<file path="src/rtl/wb_pkg.sv">
// Shared types and defaults for the writeback arbiter slice.
package wb_pkg;

    localparam int unsigned REG_ADDR_W = 5;
    localparam int unsigned WB_XLEN    = 32;
    localparam int unsigned WB_DEPTH   = 2;

    typedef struct packed {
        logic [WB_XLEN-1:0]    data;
        logic [REG_ADDR_W-1:0] rd;
        logic                  is_fp;
    } wb_entry_t;

endpackage

</file>
<file path="src/rtl/wb_src_fifo.sv">
// Per-source result FIFO; power-of-two depth, pointer wrap by natural overflow.
module wb_src_fifo
    import wb_pkg::*;
#(
    parameter int unsigned DEPTH   = WB_DEPTH,
    parameter type         entry_t = wb_entry_t
) (
    input  logic   clk,
    input  logic   rst,
    input  logic   push,
    input  entry_t push_data,
    input  logic   pop,
    output entry_t head,
    output logic   full,
    output logic   empty
);

    localparam int unsigned PW = $clog2(DEPTH);

    entry_t        mem [DEPTH];
    logic [PW-1:0] wr_ptr;
    logic [PW-1:0] rd_ptr;
    logic [PW:0]   count;
    logic          do_push;
    logic          do_pop;

    assign full    = (count == (PW+1)'(DEPTH));
    assign empty   = (count == '0);
    assign do_push = push & ~full;
    assign do_pop  = pop & ~empty;
    assign head    = mem[rd_ptr];

    always_ff @(posedge clk) begin
        if (rst) begin
            wr_ptr <= '0;
            rd_ptr <= '0;
            count  <= '0;
        end else begin
            if (do_push) wr_ptr <= wr_ptr + 1'b1;
            if (do_pop)  rd_ptr <= rd_ptr + 1'b1;
            case ({do_push, do_pop})
                2'b10:   count <= count + 1'b1;
                2'b01:   count <= count - 1'b1;
                default: count <= count;
            endcase
        end
    end

    always_ff @(posedge clk) begin
        if (do_push) mem[wr_ptr] <= push_data;
    end

endmodule

</file>
<file path="src/rtl/writeback_arbiter.sv">
// Arbitrates buffered result sources onto the integer and FP register-file write ports,
// with fixed priority plus starvation promotion per file.
module writeback_arbiter
    import wb_pkg::*;
#(
    parameter int unsigned NUM_SRC      = 3,
    parameter int unsigned XLEN         = WB_XLEN,
    parameter int unsigned DEPTH        = WB_DEPTH,
    parameter int unsigned STARVE_LIMIT = 4
) (
    input  logic                             clk,
    input  logic                             rst,
    input  logic [NUM_SRC-1:0]               src_valid,
    output logic [NUM_SRC-1:0]               src_ready,
    input  logic [NUM_SRC*XLEN-1:0]          src_data,
    input  logic [NUM_SRC*REG_ADDR_W-1:0]    src_rd,
    input  logic [NUM_SRC-1:0]               src_is_fp,
    output logic                             int_we,
    output logic [REG_ADDR_W-1:0]            int_waddr,
    output logic [XLEN-1:0]                  int_wdata,
    output logic                             fp_we,
    output logic [REG_ADDR_W-1:0]            fp_waddr,
    output logic [XLEN-1:0]                  fp_wdata,
    output logic                             busy
);

    // Same layout as wb_entry_t, resized to this instance's XLEN.
    typedef struct packed {
        logic [XLEN-1:0]       data;
        logic [REG_ADDR_W-1:0] rd;
        logic                  is_fp;
    } entry_t;

    localparam int unsigned CW = $clog2(STARVE_LIMIT + 1);

    entry_t             push_ent [NUM_SRC];
    entry_t             head     [NUM_SRC];
    logic [CW-1:0]      starve   [NUM_SRC];
    logic [NUM_SRC-1:0] full;
    logic [NUM_SRC-1:0] empty;
    logic [NUM_SRC-1:0] push;
    logic [NUM_SRC-1:0] pop;
    logic [NUM_SRC-1:0] int_req;
    logic [NUM_SRC-1:0] fp_req;
    logic [NUM_SRC-1:0] promoted;
    logic [NUM_SRC-1:0] int_gnt;
    logic [NUM_SRC-1:0] fp_gnt;
    entry_t             int_sel;
    entry_t             fp_sel;
    logic               ready_en;

    // Promoted requesters form the pool if any exist; lowest set bit wins.
    function automatic logic [NUM_SRC-1:0] pick(input logic [NUM_SRC-1:0] req,
                                                input logic [NUM_SRC-1:0] prom);
        logic [NUM_SRC-1:0] pool;
        pool = (|(req & prom)) ? (req & prom) : req;
        return pool & (~pool + NUM_SRC'(1));
    endfunction

    assign src_ready = ~full & {NUM_SRC{ready_en & ~rst}};
    assign push      = src_valid & src_ready;
    assign pop       = int_gnt | fp_gnt;
    assign busy      = ~(&empty) | int_we | fp_we;

    for (genvar g = 0; g < NUM_SRC; g++) begin : g_src
        assign push_ent[g] = '{data:  src_data[g*XLEN +: XLEN],
                               rd:    src_rd[g*REG_ADDR_W +: REG_ADDR_W],
                               is_fp: src_is_fp[g]};

        wb_src_fifo #(
            .DEPTH   (DEPTH),
            .entry_t (entry_t)
        ) u_fifo (
            .clk       (clk),
            .rst       (rst),
            .push      (push[g]),
            .push_data (push_ent[g]),
            .pop       (pop[g]),
            .head      (head[g]),
            .full      (full[g]),
            .empty     (empty[g])
        );
    end

    always_comb begin
        int_req  = '0;
        fp_req   = '0;
        promoted = '0;
        int_sel  = '0;
        fp_sel   = '0;
        for (int unsigned i = 0; i < NUM_SRC; i++) begin
            int_req[i]  = ~empty[i] & ~head[i].is_fp;
            fp_req[i]   = ~empty[i] &  head[i].is_fp;
            promoted[i] = (starve[i] == CW'(STARVE_LIMIT));
        end
        int_gnt = pick(int_req, promoted);
        fp_gnt  = pick(fp_req, promoted);
        for (int unsigned i = 0; i < NUM_SRC; i++) begin
            if (int_gnt[i]) int_sel = head[i];
            if (fp_gnt[i])  fp_sel  = head[i];
        end
    end

    always_ff @(posedge clk) begin
        for (int unsigned i = 0; i < NUM_SRC; i++) begin
            if (rst || empty[i] || pop[i]) begin
                starve[i] <= '0;
            end else if (starve[i] != CW'(STARVE_LIMIT)) begin
                starve[i] <= starve[i] + 1'b1;
            end
        end
    end

    // x0 entries are consumed without a write, so the address/data keep their last value.
    always_ff @(posedge clk) begin
        if (rst) begin
            ready_en  <= 1'b0;
            int_we    <= 1'b0;
            int_waddr <= '0;
            int_wdata <= '0;
            fp_we     <= 1'b0;
            fp_waddr  <= '0;
            fp_wdata  <= '0;
        end else begin
            ready_en <= 1'b1;
            int_we   <= (|int_gnt) && (int_sel.rd != '0);
            if ((|int_gnt) && (int_sel.rd != '0)) begin
                int_waddr <= int_sel.rd;
                int_wdata <= int_sel.data;
            end
            fp_we <= |fp_gnt;
            if (|fp_gnt) begin
                fp_waddr <= fp_sel.rd;
                fp_wdata <= fp_sel.data;
            end
        end
    end

endmodule

</file>
<file path="config.mk">
export PLATFORM = sky130hd
export DESIGN_NAME = writeback_arbiter
export DESIGN_NICKNAME = d
export VERILOG_FILES = /design/src/rtl/wb_pkg.sv /design/src/rtl/wb_src_fifo.sv /design/src/rtl/writeback_arbiter.sv
export SDC_FILE = /design/constraint.sdc
export NUM_CORES = 1
export LEC_CHECK = 0
export ABC_AREA = 1
export CORE_MARGIN = 2
export CORE_UTILIZATION = 40
export CTS_CLUSTER_DIAMETER = 100
export DETAILED_ROUTE_END_ITERATION = 12
export PLACE_DENSITY_LB_ADDON = 0.08
export SLEW_MARGIN = 20
export SYNTH_ARGS = -nofsm -noshare
export SYNTH_HDL_FRONTEND = slang
export SYNTH_HIERARCHICAL = 1
export SYNTH_SLANG_ARGS = --single-unit
</file>
<file path="constraint.sdc">
create_clock -name clk -period 5.9 [get_ports clk]
set_input_delay 1.77 -clock clk [delete_from_list [all_inputs] [get_ports clk]]
set_output_delay 1.77 -clock clk [all_outputs]
set_load 0.05 [all_outputs]
</file>
==> Yosys cells after proc, flatten, opt, wreduce, memory -nomap -nowiden <==
Memory sizes are Yosys's and may differ from the RTL's. A register that Yosys moved wholly into a read port is not among the register bits.
Cells that the tools add are included.
{ "op_classes": {"n_eq_ne": 15, "reduce_logical": 19, "bitwise": 39, "n_mux": 42, "n_addsub": 17} }
{ "ops": {"columns": ["cell", "count"], "rows": [
  ["2-to-1 mux 38 bit", 6],
  ["2-to-1 mux 1 bit", 28],
  ["bitwise AND 3 bit", 6],
  ["adder 3 x 1 -> 3 bit, second input constant", 5],
  ["2-to-1 mux 3 bit", 5],
  ["bitwise AND 1 bit", 13],
  ["== test 2 bit, second input constant", 6],
  ["one-hot mux 2 bit (2 select lines)", 3],
  ["OR reduction 3 bit", 4],
  ["NOT 1 bit", 11],
  ["== test 3 bit, second input constant", 3],
  ["!= test 3 bit, second input constant", 3],
  ["NOT 3 bit", 3],
  ["adder 1 bit, second input constant", 6],
  ["adder 2 x 1 -> 2 bit, second input constant", 3],
  ["== test 2 x 1 -> 1 bit, second input constant", 3],
  ["logical NOT 2 bit", 3],
  ["logical OR 1 bit", 6],
  ["nonzero test 2 bit", 3],
  ["subtractor 2 x 1 -> 2 bit, second input constant", 3],
  ["bitwise OR 1 bit", 5],
  ["nonzero test 5 bit", 1],
  ["bitwise OR 3 bit", 1],
  ["AND reduction 3 bit", 1],
  ["logical AND 1 bit", 1]
]} }
{ "totals": {"elab_cells": 152, "ram_bits": 237, "register_bits": 89, "n_memories": 4, "inputBits": 119} }
{ "memory_table": {"columns": ["memory", "words", "word_bits", "rd", "rd_ports_with_merged_regs", "write_ports", "line_no", "source"], "rows": [
  ["g_src[0].u_fifo.mem", 2, 38, 1, 1, 1, "wb_src_fifo.sv:20", "entry_t mem [DEPTH];"],
  ["g_src[1].u_fifo.mem", 2, 38, 1, 1, 1, "wb_src_fifo.sv:20", null],
  ["g_src[2].u_fifo.mem", 2, 38, 1, 1, 1, "wb_src_fifo.sv:20", null],
  ["starve", 3, 3, 3, 0, 3, "writeback_arbiter.sv:38", "logic [CW-1:0] starve [NUM_SRC];"]
]} }

==> Longest topological paths before layout <==
Gate-level depths: netlist of the first run.
{ "depth": {"depth_word": 14, "ltp_mapped": 22, "depth_no_buf": 20} }

==> By module <==
Netlist of the first run, hierarchy kept.
{ "by_module_without_submodules": {"columns": ["module", "instances", "cells_per_inst", "area_each_um2"], "rows": [
  ["wb_src_fifo", 3, 158, 3069.2],
  ["writeback_arbiter", 1, 781, 5258.8]
]} }

==> Worst setup path before layout of the first run <==
Ideal clock, no wire load.
{ "synth_timing": {"path_type": "in2reg", "startpoint": "input port rst", "endpoint": "memory g_src[0].u_fifo/mem[0][0] in the netlist's numbering, enable pin", "arrival_ps": 4025, "cell_stages": 7, "slack_ps": 1442, "cell_sequence": "clkinv_1 > nand2_1 > nor3b_1 > inv_1 > nor2_1 > inv_1 > nor2_1"} }
{ "synth_via": {"elab_chain_len": 7} }
{ "synth_lines": {"columns": ["element", "line_no", "source"], "rows": [
  ["start, declared", "writeback_arbiter.sv:12", "input logic rst,"],
  ["NOT 1 bit", "writeback_arbiter.sv:60", "assign src_ready = ~full & {NUM_SRC{ready_en & ~rst}};"],
  ["bitwise AND 1 bit", "writeback_arbiter.sv:60", null],
  ["bitwise AND 3 bit", "writeback_arbiter.sv:60", null],
  ["bitwise AND 3 bit", "writeback_arbiter.sv:61", "assign push = src_valid & src_ready;"],
  ["named net push[0]", "writeback_arbiter.sv:41", "logic [NUM_SRC-1:0] push;"],
  ["bitwise AND 1 bit", "wb_src_fifo.sv:29", "assign do_push = push & ~full;"],
  ["2-to-1 mux 1 bit", "wb_src_fifo.sv:50", "if (do_push) mem[wr_ptr] <= push_data;"],
  ["2-to-1 mux 1 bit (not written as such)", "wb_src_fifo.sv:50", null],
  ["end, declared", "wb_src_fifo.sv:20", null]
]} }
The timed path passes the listed nets, and every way through them passes these cells.

==> flow_summary_export.csv, run 1 <==
group,metric,value,unit
run_status,status,"finished clean",
sta,maxSlewViolCount,0,
routing,firstDrtPassIters,5,
clock_network,postCtsSetupRepairBufs,0,
critical_path,endpoint_kind,"register",
placed_design,port-buffer-count,198,
routing,drt-initial-drc-count,554,
critical_path,startpoint_type,"register",
synth,netlist_area,0.0145,mm2
sta,finalClockSkew,0.0172,ns
die,dieArea,0.0377,mm2
die,initial_core_util,40.7,%
grt,first_global_vias,9625,
power_and_ir_drop,p_int,4.27,mW
routing,wl_per_cell,19.8,um
sta,layout_min_cycle_time,4.37,ns
sta,fmaxAchievable,229,MHz
clock_network,cts_buffer_depth,3,
finish,nets,1574,
clock_network,cts_tree,"built",
synth,synth_ff_type,"edfxtp_1",
clock_network,ctsResizeCount,0,
die,boundaryPins,199,
clock_network,htreeDepth,2,
synth,synth-seq-area-share,61.9,%
clock_network,cts.sinks,329,
placed_design,gp_congestion,0.737,
clock_network,root_buffer,"clkbuf_16",
synth,synth_edf_count,237,
power_and_ir_drop,p_seq_share,45.0,%
routing,viasPerCell,4.97,
power_and_ir_drop,switching_power,1.70,mW
clock_network,clk_pin_slew_worst_paths,0.06,ns
sta,relSlewSlack,29.2,%
grt,gr-total-overflow,0,
sta,finalSetupViolCount,0,
placed_design,hpwl,23.0,mm
worst_hold_path,hold_class,"reg2reg",
critical_path,cpPeakStageDelay,0.84,ns
routing,via_count,9628,
critical_path,cp_data_arrival_time,4.83,ns
power_and_ir_drop,switching_share,28.4,%
critical_path,cp_common_cell,"nor2_1",
finish,layout_commonest_cell,"edfxtp_1",
grt,track_usage,20.1,%
finish,antenna_cells,0,
synth,synth_cell_types,35,
finish,design_area,0.0179,mm2
routing,routed_wl,38.4,mm
clock_network,hold_buffers,0,
grt,grt_pass1_wl,57.4,mm
clock_network,clk_latency,0.52,ns
critical_path,worstPathRequired,6.35,ns
die,rows,69,
sta,period_share,74.1,%
clock_network,cts_buffers,37,
power_and_ir_drop,ir_worst_vdd,222,uV
die,die_w,194,um
sta,worst_pin_slew,1.06,ns
synth,ys_ff_latch,329,
power_and_ir_drop,combPwrFrac,18.7,%
job,drv_cap,0,
critical_path,slowest_stage,"dfxtp_4",
grt,antenna_found_initial,0,
critical_path,crit_fanout,41,
power_and_ir_drop,p_clk_share,36.3,%
die,die_h,194,um
grt,grt_start_max_net_pins,73,
finish,area_growth,23.8,%
critical_path,path_cells,"mux2_2, nor2_1, nand2_1, nand3_2, nand2_2, nand2_4, nand3_2, nor2_1, nor2_4, nand2_4, inv_2, nand3_1, nand2_1, nor2_1",
power_and_ir_drop,leakage,6.91,nW
placed_design,place_area,0.0168,mm2
synth,yosysWarnings,6,
finish,drive_gt1_share,16.1,%
synth,synthArstFlopShare,0,%
sta,rsz0062_at_grt,"no",
finish,final_cell_mix,"237 x edfxtp_1, 194 x clkdlybuf4s50_1, 172 x nand2_1",
sta,finalHoldViolCount,0,
die,core,0.0356,mm2
critical_path,criticalPathCategory,"reg2reg",
synth,synth.avg_cell_area,11.5,um2
power_and_ir_drop,p_total,5.97,mW
routing,antenna_left,0,
synth,synthCells,1255,
sta,setup_tns,0,ns
power_and_ir_drop,powerDensity,333,mW/mm2
routing,route.detailed.drc,0,
==> final cells by class <==
| type | count | area [um2] |
|---|---|---|
| Fill cell | 3198 | 17700 |
| Clock inverter | 17 | 105 |
| Inverter | 167 | 629 |
| Clock buffer | 51 | 1040 |
| Tap cell | 461 | 577 |
| Sequential cell | 329 | 8970 |
| Timing Repair Buffer | 208 | 2080 |
| Multi-Input combinational cell | 703 | 4500 |
==> power groups by stage <==
stage / combinational (mW) / sequential, mW / clock [mW]
2_1_floorplan: 0.469 / 2.99 / 0
3_5_place_dp: 1.12 / 2.74 / 0
5_1_grt: 1.20 / 2.70 / 2.32
4_1_cts: 1.12 / 2.69 / 2.23
6_report: 1.12 / 2.69 / 2.17
3_3_place_gp: 1.11 / 2.74 / 0
==> cells in the mapped netlist (8+ instances only) <==
cell / count / area, um2
nand3_2: 13 / 130
nand2_1: 173 / 649
ha_1: 9 / 113
o221ai_1: 32 / 280
o21ai_0: 44 / 220
inv_2: 8 / 30.0
nand3_1: 68 / 340
mux2_4: 60 / 901
clkbuf_1: 18 / 67.6
edfxtp_1: 237 / 7120
dfxtp_1: 92 / 1840
nor2_1: 139 / 522
buf_2: 11 / 55.1
buf_6: 21 / 236
inv_1: 157 / 589
a21oi_1: 66 / 330
mux2_2: 54 / 608
==> routing by layer <==
metal  vias up  global-route usage [%]  part of all wire [%]
met5         -                       0                     0
met4         0                    5.19                   2.0
met3        53                    3.10                   5.0
met2       265                    33.8                    48
met1      4648                    27.3                    45
li1       4662                       -                     -
==> cells by family (layout without fill, tap and decap cells) <==
family / count (synthesis) / after routing / synth area share [%]
flip-flops: 329 / 329 / 61.9
AND/OR/NAND/NOR: 427 / 427 / 13.4
multiplexers: 114 / 114 / 10.4
XOR/XNOR: 3 / 3 / 0.182
adder cells (fa/ha/maj): 9 / 9 / 0.778
other: 1 / 3 / 0.0259
AO/OA/AOI/OAI: 147 / 147 / 6.06
buffers and inverters: 225 / 443 / 7.22
==> stage by stage <==
stage | hold WS, ns | utilization, % | std cells | setup slack (ns)
2_1_floorplan | 0.467 | - | 1257 | 1.44
3_3_place_gp | 0.459 | 47.1 | 1868 | 1.54
3_5_place_dp | 0.462 | 47.1 | 1868 | 1.51
4_1_cts | 0.472 | 50.3 | 1936 | 1.48
5_1_grt | 0.486 | 50.3 | 1936 | 1.17
6_report | 0.470 | 50.3 | 1936 | 1.53
==> critical path, delay by kind of cell (launching register included) <==
| kind | cells | cell delay (ns) |
|---|---|---|
| buffers and inverters | 1 | 0.39 |
| and+or+nand+nor | 12 | 2.65 |
| DFF | 1 | 0.84 |
| muxes | 1 | 0.42 |
==> path summary, 6_finish.rpt <==
path	startpoint	end	slack, ns	cells after the start
max	register	int_wdata[22]$_SDFFE_PP0P_	1.53	14
min	fp_wdata[21]$_SDFFE_PP0P_	fp_wdata[21]$_SDFFE_PP0P_	0.47	2
max reg2reg	register	int_wdata[22]$_SDFFE_PP0P_	1.53	14
min reg2reg	fp_wdata[21]$_SDFFE_PP0P_	fp_wdata[21]$_SDFFE_PP0P_	0.47	2
==> registers in the layout, indices dropped and copies added (netlist names), named ones only <==
register             flops
fp_waddr                 5
fp_wdata                32
fp_we                    1
g_src.u_fifo/count       6
g_src.u_fifo/mem       228
g_src.u_fifo/rd_ptr      3
g_src.u_fifo/wr_ptr      3
int_waddr                5
int_wdata               32
int_we                   1
ready_en                 1
starve                   9
Power figures use the tool's default switching activity.
==> run 2, diff against run 1 <==
==> constraint.sdc (replaced) <==
create_clock -name clk -period 3.95 [get_ports clk]
set_input_delay 1.185 -clock clk [delete_from_list [all_inputs] [get_ports clk]]
set_output_delay 1.185 -clock clk [all_outputs]
set_load 0.05 [all_outputs]
==> run 2 against run 1 <==
  * Sequential share of layout area is 0.31 points lower
  * Clock skew is 0.0030 ns lower
  * Global-route usage is 0.081 points lower
  * Largest cell class unchanged
==> flow_summary_export.csv, run 2 (synthesis results as in run 1) <==
group,metric,value,unit
run_status,status,"finished clean",
placed_design,hpwl,24.4,mm
grt,gr-total-overflow,0,
clock_network,postCtsSetupRepairBufs,0,
die,die_w,194,um
grt,grt_start_max_net_pins,51,
job,drv_cap,0,
die,die_h,194,um
power_and_ir_drop,powerDensity,490,mW/mm2
sta,finalHoldViolCount,0,
finish,n_fill_cell,3185,
placed_design,port-buffer-count,198,
finish,layout_commonest_cell,"edfxtp_1",
die,initial_core_util,40.7,%
sta,holdWs,0.465,ns
routing,wl_per_cell,19.7,um
critical_path,criticalPathCategory,"reg2out",
critical_path,crit_fanout,4,
sta,period_share,89.1,%
finish,top_regs,"g_src.u_fifo/mem: 228 flops, fp_wdata: 32 flops, int_wdata: 32 flops",
critical_path,endpoint_kind,"output port",
sta,layout_min_cycle_time,3.52,ns
clock_network,ctsResizeCount,0,
power_and_ir_drop,ir_worst_vdd,304,uV
finish,area_growth,24.6,%
critical_path,worstPathRequired,2.76,ns
finish,nets,1588,
routing,routed_wl,38.3,mm
clock_network,htreeDepth,2,
routing,route.detailed.drc,0,
grt,grt_pass1_wl,57.2,mm
routing,via_count,9663,
sta,finalSetupViolCount,0,
clock_network,root_buffer,"clkbuf_16",
placed_design,gp_congestion,0.753,
clock_network,cts.sinks,329,
power_and_ir_drop,p_total,8.83,mW
sta,relSlewSlack,46.2,%
die,dieArea,0.0377,mm2
sta,finalClockSkew,0.0142,ns
sta,fmaxAchievable,284,MHz
routing,firstDrtPassIters,5,
die,boundaryPins,199,
clock_network,clk_latency,0.52,ns
clock_network,hold_buffers,0,
finish,regMostFlops,"g_src.u_fifo/mem",
sta,maxSlewViolCount,0,
finish,final_cell_mix,"237 x edfxtp_1, 194 x clkdlybuf4s50_1, 172 x nand2_1",
grt,first_global_vias,9529,
routing,antenna_left,0,
sta,rsz0062_at_grt,"no",
grt,antenna_found_initial,0,
clock_network,cts_buffers,36,
sta,setup_tns,0,ns
power_and_ir_drop,leakage,6.96,nW
critical_path,cp_data_arrival_time,2.33,ns
routing,drt-initial-drc-count,658,
finish,drive_gt1_share,16.7,%
die,rows,69,
die,core,0.0356,mm2
finish,antenna_cells,0,
clock_network,cts_tree,"built",
grt,track_usage,20.0,%
clock_network,clk_pin_slew_worst_paths,0.06,ns
finish,largest_reg_flops,228,
critical_path,startpoint_type,"register",
worst_hold_path,hold_class,"reg2reg",
sta,worst_pin_slew,0.806,ns
clock_network,cts_buffer_depth,3,
routing,viasPerCell,4.96,
run 2: changes by cell type in the layout (fill, tap and decap cells not counted), moves of 2 or more:
cell       delta
clkbuf_8      +2
buf_4        +11
clkinv_1      -5
buf_12        +4
clkbuf_16     -2
clkinv_2      -5
clkbuf_1      +6
run 2: layer usage:
layer	vias to the layer above	global-route usage, %	wire (um)
met5	-	0	0
met4	0	4.83	680
met3	51	2.92	1890
met2	261	33.2	18100
met1	4672	27.7	17600
li1	4679	-	-
run 2: layout make-up:
class | instances | area (um2) | share of cell area (%)
clock buffer | 58 | 1050 | 5.82
clock inverter | 8 | 47.5 | 0.264
inverter | 167 | 629 | 3.49
multi-input combinational | 703 | 4500 | 25.0
sequential | 329 | 8970 | 49.8
tap | 461 | 577 | 3.20
timing repair buffer | 223 | 2240 | 12.5
run 2: metrics by stage:
step / std cells / utilization (%) / setup slack (ns) / area (um2)
final: 1949 / 50.7 / 0.431 / 18000
after detailed placement: 1883 / 47.6 / 0.816 / 16900
after CTS: 1949 / 50.7 / 0.415 / 18000
after global routing: 1949 / 50.7 / 0.223 / 18000
after global placement: 1883 / 47.6 / 0.836 / 16900
after floorplan: 1257 / - / 0.0769 / 14500
run 2: power breakdown:
part,total (mW),leakage [nW],switching [mW],internal (mW)
clock,3.14,0.532,1.31,1.82
combinational,1.68,3.50,1.09,0.597
sequential,4.01,2.93,0.118,3.89
run 2: path summary, 6_finish.rpt:
path	depth (start not counted)	slack, ns	end	startpoint
worst max-delay path	5	0.43	busy	g_src[0].u_fifo/count[1]$_SDFFE_PP0P_
worst min-delay path	2	0.47	fp_wdata[5]$_SDFFE_PP0P_	fp_wdata[5]$_SDFFE_PP0P_
worst max register to register	17	0.80	g_src[1].u_fifo/count[1]$_SDFFE_PP0P_	register
worst min register to register	2	0.47	fp_wdata[5]$_SDFFE_PP0P_	fp_wdata[5]$_SDFFE_PP0P_
run 2: worst max-delay path: stages, from the launching register on:
cell             delay [ns]
dfxtp_1                0.34
nor2_1                 0.32
inv_1                  0.18
nor3_1                 0.16
nand3_1                0.10
clkdlybuf4s50_1        0.73
